$ cat src/rtl/lsu_pkg.sv
// Shared definitions for the load/store unit: RV32I width codes, FSM states
// and the access-legality helpers used at request decode.
package lsu_pkg;

   localparam logic [2:0] F3_B  = 3'b000;
   localparam logic [2:0] F3_H  = 3'b001;
   localparam logic [2:0] F3_W  = 3'b010;
   localparam logic [2:0] F3_BU = 3'b100;
   localparam logic [2:0] F3_HU = 3'b101;

   typedef enum logic [1:0] {
      IDLE = 2'd0,
      RD   = 2'd1,
      WR   = 2'd2,
      RESP = 2'd3
   } lsu_state_e;

   function automatic logic is_misaligned(input logic [2:0] funct3, input logic [1:0] off);
      case (funct3)
         F3_H, F3_HU: return off[0];
         F3_W:        return off != 2'b00;
         default:     return 1'b0;
      endcase
   endfunction

   // Unsigned widths only make sense for loads.
   function automatic logic is_illegal(input logic [2:0] funct3, input logic we);
      case (funct3)
         F3_B, F3_H, F3_W: return 1'b0;
         F3_BU, F3_HU:     return we;
         default:          return 1'b1;
      endcase
   endfunction

endpackage

$ cat src/rtl/lsu_lane_align.sv
// Little-endian lane handling: merges store data into a memory word and
// extracts/extends load data from a memory word.
module lsu_lane_align
   import lsu_pkg::*;
(
   input  logic [31:0] word,
   input  logic [31:0] wdata,
   input  logic [1:0]  offset,
   input  logic [2:0]  funct3,
   output logic [31:0] merged,
   output logic [31:0] extended
);

   logic [7:0]  byte_sel;
   logic [15:0] half_sel;

   always_comb begin
      byte_sel = word[{offset, 3'b000} +: 8];
      half_sel = offset[1] ? word[31:16] : word[15:0];
      extended = '0;
      case (funct3)
         F3_B:    extended = {{24{byte_sel[7]}}, byte_sel};
         F3_BU:   extended = {24'd0, byte_sel};
         F3_H:    extended = {{16{half_sel[15]}}, half_sel};
         F3_HU:   extended = {16'd0, half_sel};
         F3_W:    extended = word;
         default: extended = '0;
      endcase
   end

   // Each lane independently picks the old byte or the matching store byte.
   genvar gi;
   generate
      for (gi = 0; gi < 4; gi++) begin : g_lane
         localparam logic [1:0] LANE = 2'(gi);
         logic [7:0] lane_byte;

         always_comb begin
            lane_byte = word[8*gi +: 8];
            if (funct3 == F3_B && offset == LANE)
               lane_byte = wdata[7:0];
            else if (funct3 == F3_H && offset[1] == LANE[1])
               lane_byte = wdata[8*(gi%2) +: 8];
            else if (funct3 == F3_W)
               lane_byte = wdata[8*gi +: 8];
         end

         assign merged[8*gi +: 8] = lane_byte;
      end
   endgenerate

endmodule

$ cat src/rtl/load_store_unit.sv
// Memory-access stage in front of a word-only data memory: sub-word stores
// become read-modify-write, loads are extracted and extended.
module load_store_unit
   import lsu_pkg::*;
#(
   parameter int ADDR_W = 9,
   parameter int DATA_W = 32
) (
   input  logic              clk,
   input  logic              reset,
   input  logic              req_valid,
   output logic              req_ready,
   input  logic              req_we,
   input  logic [2:0]        req_funct3,
   input  logic [ADDR_W-1:0] req_addr,
   input  logic [DATA_W-1:0] req_wdata,
   output logic              resp_valid,
   output logic [DATA_W-1:0] resp_rdata,
   output logic              resp_err,
   output logic              mem_read,
   output logic              mem_write,
   output logic [ADDR_W-1:0] mem_addr,
   output logic [DATA_W-1:0] mem_wdata,
   input  logic [DATA_W-1:0] mem_rdata
);

   lsu_state_e        state_reg, state_next;
   logic [2:0]        funct3_reg;
   logic              we_reg;
   logic              err_reg;
   logic [1:0]        off_reg;
   logic [DATA_W-1:0] wdata_reg;
   logic [DATA_W-1:0] mem_wdata_reg;
   logic [DATA_W-1:0] load_data_reg;
   logic [ADDR_W-1:0] mem_addr_reg;

   logic              accept;
   logic              req_err;
   logic [DATA_W-1:0] merged_word;
   logic [DATA_W-1:0] extended_word;

   assign accept  = req_valid && (state_reg == IDLE);
   assign req_err = is_illegal(req_funct3, req_we) || is_misaligned(req_funct3, req_addr[1:0]);

   lsu_lane_align u_lane_align (
      .word     (mem_rdata),
      .wdata    (wdata_reg),
      .offset   (off_reg),
      .funct3   (funct3_reg),
      .merged   (merged_word),
      .extended (extended_word)
   );

   always_comb begin
      state_next = state_reg;
      req_ready  = 1'b0;
      mem_read   = 1'b0;
      mem_write  = 1'b0;
      resp_valid = 1'b0;
      case (state_reg)
         IDLE: begin
            req_ready = 1'b1;
            if (req_valid) begin
               if (req_err)
                  state_next = RESP;
               else if (req_we && req_funct3 == F3_W)
                  state_next = WR;
               else
                  state_next = RD;
            end
         end
         RD: begin
            mem_read   = 1'b1;
            state_next = we_reg ? WR : RESP;
         end
         WR: begin
            mem_write  = 1'b1;
            state_next = RESP;
         end
         RESP: begin
            resp_valid = 1'b1;
            state_next = IDLE;
         end
         default: state_next = IDLE;
      endcase
   end

   assign resp_err   = resp_valid && err_reg;
   assign resp_rdata = (resp_valid && !we_reg && !err_reg) ? load_data_reg : '0;
   assign mem_addr   = mem_addr_reg;
   assign mem_wdata  = mem_wdata_reg;

   always_ff @(posedge clk) begin
      if (reset) begin
         state_reg     <= IDLE;
         funct3_reg    <= '0;
         we_reg        <= 1'b0;
         err_reg       <= 1'b0;
         off_reg       <= '0;
         wdata_reg     <= '0;
         mem_wdata_reg <= '0;
         load_data_reg <= '0;
         mem_addr_reg  <= '0;
      end else begin
         state_reg <= state_next;
         if (accept) begin
            funct3_reg   <= req_funct3;
            we_reg       <= req_we;
            err_reg      <= req_err;
            off_reg      <= req_addr[1:0];
            wdata_reg    <= req_wdata;
            mem_addr_reg <= {req_addr[ADDR_W-1:2], 2'b00};
            if (req_we && req_funct3 == F3_W && !req_err)
               mem_wdata_reg <= req_wdata;
         end
         // The read word is consumed here: extended for loads, merged for RMW stores.
         if (state_reg == RD) begin
            load_data_reg <= extended_word;
            if (we_reg)
               mem_wdata_reg <= merged_word;
         end
      end
   end

endmodule

$ cat config.mk
export PLATFORM = sky130hd
export DESIGN_NAME = load_store_unit
export DESIGN_NICKNAME = d
export VERILOG_FILES = /design/src/rtl/lsu_pkg.sv /design/src/rtl/lsu_lane_align.sv /design/src/rtl/load_store_unit.sv
export SDC_FILE = /design/constraint.sdc
export NUM_CORES = 1
export LEC_CHECK = 0
export ABC_AREA = 1
export CORE_AREA = 8 8 129 131
export DETAILED_ROUTE_END_ITERATION = 10
export DIE_AREA = 0 0 137 139
export PLACE_DENSITY = 0.74
export SLEW_MARGIN = 20
export SYNTH_ARGS = -nofsm -noshare
export SYNTH_HDL_FRONTEND = slang
export SYNTH_HIERARCHICAL = 1
export SYNTH_SLANG_ARGS = --single-unit
$ cat constraint.sdc
create_clock -name clk -period 2.15 [get_ports clk]
set_input_delay 0.645 -clock clk [delete_from_list [all_inputs] [get_ports clk]]
set_output_delay 0.645 -clock clk [all_outputs]
set_load 0.005 [all_outputs]
# After elaboration in Yosys (flattened, before gate mapping)
# Index checks and enable logic that the tools add are counted.
# classes
shifts,1
mux,30
n_eq_ne,15
reduce_logical,24
n_bitwise,1
# ops
operator,n
two-way mux 32 bit,5
one-hot mux 32 bit (5 select lines),1
two-way mux 8 bit,12
indexed part select 32 x 6 -> 8 bit,1
two-way mux 16 bit,1
== test 3 bit (second input constant),4
logical AND 1 bit,12
== test 2 bit (second input constant),4
one-hot mux 2 bit (4 select lines),1
== test 3 x 1 -> 1 bit (second input constant),2
== test 3 x 2 -> 1 bit (second input constant),2
logical NOT 3 bit,2
two-way mux 2 bit,3
two-way mux 1 bit,5
== test 2 x 1 -> 1 bit (second input constant),2
logical NOT 2 bit,2
one-hot mux 1 bit (2 select lines),2
OR reduction 2 bit,2
logical NOT 1 bit,3
OR reduction 3 bit,1
!= test 2 bit (second input constant),1
nonzero test 2 bit,1
logical OR 1 bit,1
NOT 1 bit,1
# word_totals
in_bits,80
output_inout_bits,78
register_bits,112
wordCells,80

# Logic depth before layout (Yosys ltp)
# Gate-level depths: netlist of run 1.
# depth
ltp_word,10
ltp_mapped,12
depth_no_buf,11

# Hierarchy
# Netlist of run 1, hierarchy kept.
# modules_own_cells
mod,seq_area_each_um2,instances,cells_each,area_per_inst_um2
load_store_unit,2242.2,1,662,4758.3
lsu_lane_align,0.0,1,384,1776.7

# Worst setup path after synthesis of run 1
# No wires, ideal clock.
# synth_path
path_type,reg-to-output
from,register state_reg[0]
to,output resp_rdata[10]
stages_incl_launch_ff,5
t_arrival_ns,1.034
required_ns,1.505
setup_slack_ns,0.471
n_path_buf,1
cell_sequence,dfxtp_1 -> ha_1 -> nand2_1 -> clkbuf_1 -> nor2_1
# synth_via
elab_chain_cells,5
# synth_lines
item,line_no,text
"start, declared",load_store_unit.sv:27,"lsu_state_e state_reg, state_next;"
"start signal, assigned",load_store_unit.sv:105,state_reg <= state_next;
== test 2 bit,load_store_unit.sv:60,case (state_reg)
two-way mux 1 bit,load_store_unit.sv:60,
named net resp_valid,load_store_unit.sv:17,"output logic resp_valid,"
logical AND 1 bit (2 in a row),load_store_unit.sv:89,assign resp_rdata = (resp_valid && !we_reg && !err_reg) ? load_data_reg : '0;
two-way mux 32 bit,load_store_unit.sv:89,
"end, declared",load_store_unit.sv:18,"output logic [DATA_W-1:0] resp_rdata,"
# The timed path passes the listed nets, and every way through them passes these cells.

# Final worst setup path of run 1
# layout_path
from,register state_reg[1]
to,output resp_valid
# layout_via
elab_chain_cells,2
# layout_lines
item,line_no
== test 2 bit,load_store_unit.sv:60
two-way mux 1 bit,load_store_unit.sv:60
"end, declared",load_store_unit.sv:17
# Every way passes these cells.

==> results of run 1 <==
[through the flow]
| stage | setup slack [ns] | TNS [ns] |
|---|---|---|
| final | 0.04032 | 0 |
| after global routing | 0.001472 | 0 |
| after CTS | 0.01697 | 0 |
| after detailed placement | -0.004609 | -0.004609 |
| after global placement | 0.03036 | 0 |
| after floorplan | 0.4710 | 0 |
[cell families (layout without fill, tap and decap cells)]
logic type,Yosys count,after routing,synth area share (%)
flops,112,112,34.31
compound gates,237,237,19.13
buf+inv,184,338,12.60
simple gates,508,508,33.14
fa+ha+maj,4,4,0.7659
other cells,1,2,0.05738
[placed cells by master (no fill, tap or decap), drive strengths merged, types with 2 or more instances in the layout]
cell type | netlist | final
a21oi | 91 | 91
nand2 | 225 | 225
ha | 4 | 4
o21ai | 139 | 139
nand3 | 59 | 59
clkbuf | 23 | 11
conb | 1 | 2
clkinvlp | 0 | 3
clkinv | 1 | 3
nand4 | 8 | 8
clkdlybuf4s50 | 0 | 119
a211oi | 2 | 2
clkdlybuf4s15 | 0 | 13
buf | 45 | 51
inv | 115 | 116
or2 | 2 | 2
nor2 | 213 | 213
dfxtp | 112 | 112
dlygate4sd2 | 0 | 22
[cell type report]
cell class                 instances  area, um^2  area share, %
multi-input combinational        751        3501          39.99
sequential                       112        2246          25.66
timing repair buffer             206        2062          23.56
inverter                         116       435.4          4.974
tap                              188       235.2          2.687
clock buffer                      10       229.0          2.616
clock inverter                     6       45.04         0.5146
[critical path, cell delays in order (launching register included)]
cell and delay, ns:
dfxtp_2 0.36, ha_4 0.16, buf_4 0.11, clkdlybuf4s50_1 0.49
[final timing paths]
path | slack (ns) | startpoint | endpoint
worst max-delay path | 0.04 | state_reg[1]$_SDFFE_PP0P_ | resp_valid
worst min-delay path | 0.46 | load_data_reg[29]$_SDFFE_PP0P_ | load_data_reg[29]$_SDFFE_PP0P_
worst max register to register | 0.20 | off_reg[1]$_SDFFE_PP0P_ | mem_wdata[4]$_SDFF_PP0_
worst min register to register | 0.46 | load_data_reg[29]$_SDFFE_PP0P_ | load_data_reg[29]$_SDFFE_PP0P_
[layer usage]
layer / global-route usage (%) / wire, um / vias to the layer above / share of wire [%]
met1: 29.97 / 9662 / 3130 / 45
met2: 34.87 / 9642 / 238 / 45
met4: 8.181 / 531 / 0 / 2.5
met5: 0 / 0 / - / 0
met3: 3.696 / 1587 / 36 / 7.4
li1: - / - / 3600 / -
[where the power goes]
group	internal [W]	switching, W	total [W]
logic	0.000989	0.00143	0.00242
registers	0.00240	0.000207	0.00261
clock network	0.000791	0.000788	0.00158
[repair_timing]
action                     in CTS  in global routing
setup buffers                   1                  0
hold buffers                    0                  0
setup endpoints to repair      36                  6
cloned                          1                  0
gates resized for setup        68                  6
pin swaps                       1                  1
==> metrics.yaml, run 1 <==
path_class: "reg -> out"
async_flop_share_pct: 0
synthTopCellsByCount: "nand2_1, nor2_1, dfxtp_1"
synth_top_area_share_pct: 34.31
antenna_found_initial: 0
yosysMostFrequentCell: "nand2_1"
nets: 1280
postLayoutCoreUtil_pct: 59.34
synth_warnings: 6
die-height_um: 139
finalMaxSlewViolations: 0
grt_pass1_wl_mm: 34.11
clock-root-buffer: "clkbuf_16"
grt_use_total_pct: 22.30
critPathCaptureType: "primary output"
routedWlPerCell_um: 15.42
wl_mm: 21.42
synth.largest_area_cell: "dfxtp_1"
initial_core_util_pct: 44.30
antenna_left: 0
synth_edf_count: 0
die_area_um2: 19040
post-route-cell-area_um2: 8753
cts_sinks: 112
rsz0062_at_grt: "false"
r2r_cells: 8
cts_tree: "done"
min_path_type: "reg -> reg"
cp_data_arrival_time_ns: 1.46
hold_depth: 2
fin_crit_sh_pct: 98.12
post-route-min-period_ns: 2.110
die_w_um: 137
drc: 0
leakage_nw: 4.132
dpl.cell_count: 1371
core_um2: 14750
holdWs_ns: 0.4580
synth_cell_types: 38
crit_path_start_kind: "flop"
numCtsBuffers: 9
io_pins: 158
clk_pin_slew_ns: 0.07
io_buffers: 155
required_ns: 1.50
synth_area_leaders: "dfxtp_1, nand2_1, nor2_1"
finalNonFillerCells: 1389
vias_per_cell: 5.042
postSynthAreaPerCell_um2: 6.248
dp_hpwl_mm: 16.14
grt_max_degree: 68
dr.pass1.iters: 5
htree_levels: 3
cts_buffer_depth: 2
worstSkewPairLatency_ns: 0.36
setup-violations-final: 0
grt_pass1_vias: 6567
nFillCells: 1471
drt_iter0_markers: 665
status: "finished clean"
netlist_area_um2: 6535
netlist_instances: 1046
power_w: 0.006608
drv_cap: 0
yosysSeqAreaShare_pct: 34.31
num_vias: 7004
area_delta_synth_final_pct: 33.95
num_rows: 45
timing.fmax_mhz: 474.0
drive_gt1_share_pct: 11.91
synth_flop_cell: "dfxtp_1"
path_max_fanout: 2
fin_worst_skew_ns: 0.009107
num_antenna_cells: 0
place_area_um2: 8431
grt_overflow: 0
powerDensity_nw_per_um2: 754.9
place_congestion: 0.9413
peakVddDrop_mv: 0.4621
synth_seq_cells: 112
hold_violations: 0
Note: power is estimated with default switching activity, not from simulation.
==> run 2: changes to the inputs <==
--- a/config.mk
+++ b/config.mk
@@ -6,10 +6,10 @@
 export NUM_CORES = 1
 export LEC_CHECK = 0
 export ABC_AREA = 1
-export CORE_AREA = 8 8 129 131
+export CORE_AREA = 8 8 137 139
 export DETAILED_ROUTE_END_ITERATION = 10
-export DIE_AREA = 0 0 137 139
-export PLACE_DENSITY = 0.74
+export DIE_AREA = 0 0 145 147
+export PLACE_DENSITY = 0.66
 export SLEW_MARGIN = 20
 export SYNTH_ARGS = -nofsm -noshare
 export SYNTH_HDL_FRONTEND = slang
==> metrics.yaml, run 2 (synthesis gave the netlist of run 1 again) <==
status: "finished clean"
area_delta_synth_final_pct: 36.65
internal_power_w: 0.004381
dr_wl_met3_mm: 1.462
fin_crit_sh_pct: 97.27
highest_layer: "met4"
swShare_pct: 36.39
required_ns: 1.50
wl_mm: 21.94
die-height_um: 147
initial_core_util_pct: 39.00
peakVddDrop_mv: 0.4443
antenna_left: 0
pwr-share-clk_pct: 26.4
dr_wl_met2_mm: 9.781
num_vias: 7041
leakage_nw: 4.191
io_buffers: 155
drive_gt1_share_pct: 13.40
mostFrequentLayoutCell: "nand2_1"
grt_pass1_wl_mm: 35.45
crit_path_start_kind: "flop"
clk_pin_slew_ns: 0.08
grt_pass1_vias: 6625
hold_violations: 0
reg2reg_to: "mem_wdata[25]$_SDFF_PP0_"
io_pins: 158
cp_data_arrival_time_ns: 1.45
grt_overflow: 0
worstHoldStart: "load_data_reg[19]$_SDFFE_PP0P_"
clock-root-buffer: "clkbuf_16"
numCtsBuffers: 9
die_area_um2: 21320
dpl.cell_count: 1415
reg2reg_setup_slack_ns: 0.16
die_w_um: 145
core_um2: 16760
path_class: "reg -> out"
setup-tns-final_ns: 0
cts_buffer_depth: 2
nets: 1288
reg2reg_from: "off_reg[1]$_SDFFE_PP0P_"
drt_iter0_markers: 656
worstSkewPairLatency_ns: 0.37
dr.pass1.iters: 5
worst_path_largest_cell_delay_ns: 0.36
finalMaxSlewViolations: 0
dp_hpwl_mm: 16.44
num_rows: 48
post-route-min-period_ns: 2.091
cpMaxStageDelayCell: "dfxtp_2"
seqPwrFrac_pct: 37.8
powerDensity_nw_per_um2: 771.2
path_max_fanout: 16
path_cells: "ha_4 > nand2_4 > buf_12 > nor2_1 > dlygate4sd2_1"
num_antenna_cells: 0
postLayoutCoreUtil_pct: 53.29
hold_end: "load_data_reg[19]$_SDFFE_PP0P_"
critPathCaptureType: "primary output"
vias_per_cell: 4.910
timing.fmax_mhz: 478.2
wl_met1_mm: 10.22
startpoint: "state_reg[0]$_SDFFE_PP0P_"
nFillCells: 1698
grt_use_total_pct: 20.50
antenna_found_initial: 0
grt_max_degree: 65
combPwrFrac_pct: 35.7
r2r_cells: 6
cts_tree: "done"
routedWlPerCell_um: 15.30
finalNonFillerCells: 1434
drc: 0
hold_depth: 2
drv_cap: 0
netSwitchingPower_w: 0.002506
min_path_type: "reg -> reg"
htree_levels: 3
final_cell_mix: "nand2_1, nor2_1, clkdlybuf4s50_1"
cts_sinks: 112
fin_worst_skew_ns: 0.01092
place_congestion: 0.9534
setup-violations-final: 0
run 2: layout make-up:
cell class	instances	area (um^2)	area share, %
Multi-Input combinational cell	751	3516	39.37
Inverter	116	439.2	4.918
Clock buffer	10	239.0	2.676
Timing Repair Buffer	214	2125	23.79
Sequential cell	112	2246	25.15
Clock inverter	6	83.83	0.9388
Tap cell	225	281.5	3.153
run 2: worst max-delay path, delay by kind of cell, from the launching register on:
family,cells,cell delay [ns]
buffers and inverters,2,0.40
AND/OR/NAND/NOR,2,0.17
adder cells (fa/ha/maj),1,0.15
flip-flops,1,0.36
run 2: power groups by stage:
stage               clock network, W  logic [W]  registers [W]
floorplan                          0    0.00154        0.00259
detailed placement                 0    0.00242        0.00264
global route                 0.00194    0.00275        0.00265
finish                       0.00182    0.00246        0.00261
global placement                   0    0.00241        0.00263
CTS                          0.00186    0.00245        0.00260
run 2: worst max-delay path by stage:
stage,slack (ns),endpoint,depth (start not counted)
after CTS,0.03,resp_rdata[9],5
final,0.06,resp_rdata[28],5
after global placement,-0.05,load_data_reg[6]$_SDFFE_PP0P_,7
after global routing,-0.001,resp_rdata[16],5
after detailed placement,-0.03,load_data_reg[6]$_SDFFE_PP0P_,7
after floorplan,0.47,resp_rdata[10],4
run 2: metal layers:
metal / vias to the layer above / GRT usage (%)
li1: 3619 / -
met1: 3162 / 27.26
met2: 228 / 32.03
met3: 32 / 4.860
met4: 0 / 6.628
met5: - / 0
run 2: repair_timing:
item / in CTS / in global routing
pin swaps: 2 / 0
cloned: 1 / 0
setup buffers: 0 / 2
hold buffers: 0 / 0
resized for setup: 86 / 14
endpoints found under the setup margin: 36 / 11
run 2: metrics by stage:
step / total power [W] / hold slack, ns / setup slack (ns) / area (um^2)
after CTS: 0.006913 / 0.4602 / 0.02538 / 8904
final: 0.006887 / 0.4569 / 0.05862 / 8930
after global routing: 0.007341 / 0.4713 / -0.001064 / 8930
after detailed placement: 0.005062 / 0.4482 / -0.02890 / 8542
after global placement: 0.005045 / 0.4449 / -0.05062 / 8542
after floorplan: 0.004127 / 0.4301 / 0.4710 / 6539
==> run 3: changes to the inputs <==
--- a/config.mk
+++ b/config.mk
@@ -7,6 +7,7 @@
 export LEC_CHECK = 0
 export ABC_AREA = 1
 export CORE_AREA = 8 8 137 139
+export CTS_CLUSTER_DIAMETER = 60
 export DETAILED_ROUTE_END_ITERATION = 10
 export DIE_AREA = 0 0 145 147
 export PLACE_DENSITY = 0.66
==> results of run 3 <==
Final layout, timing and power as in run 2 (identical DEF).
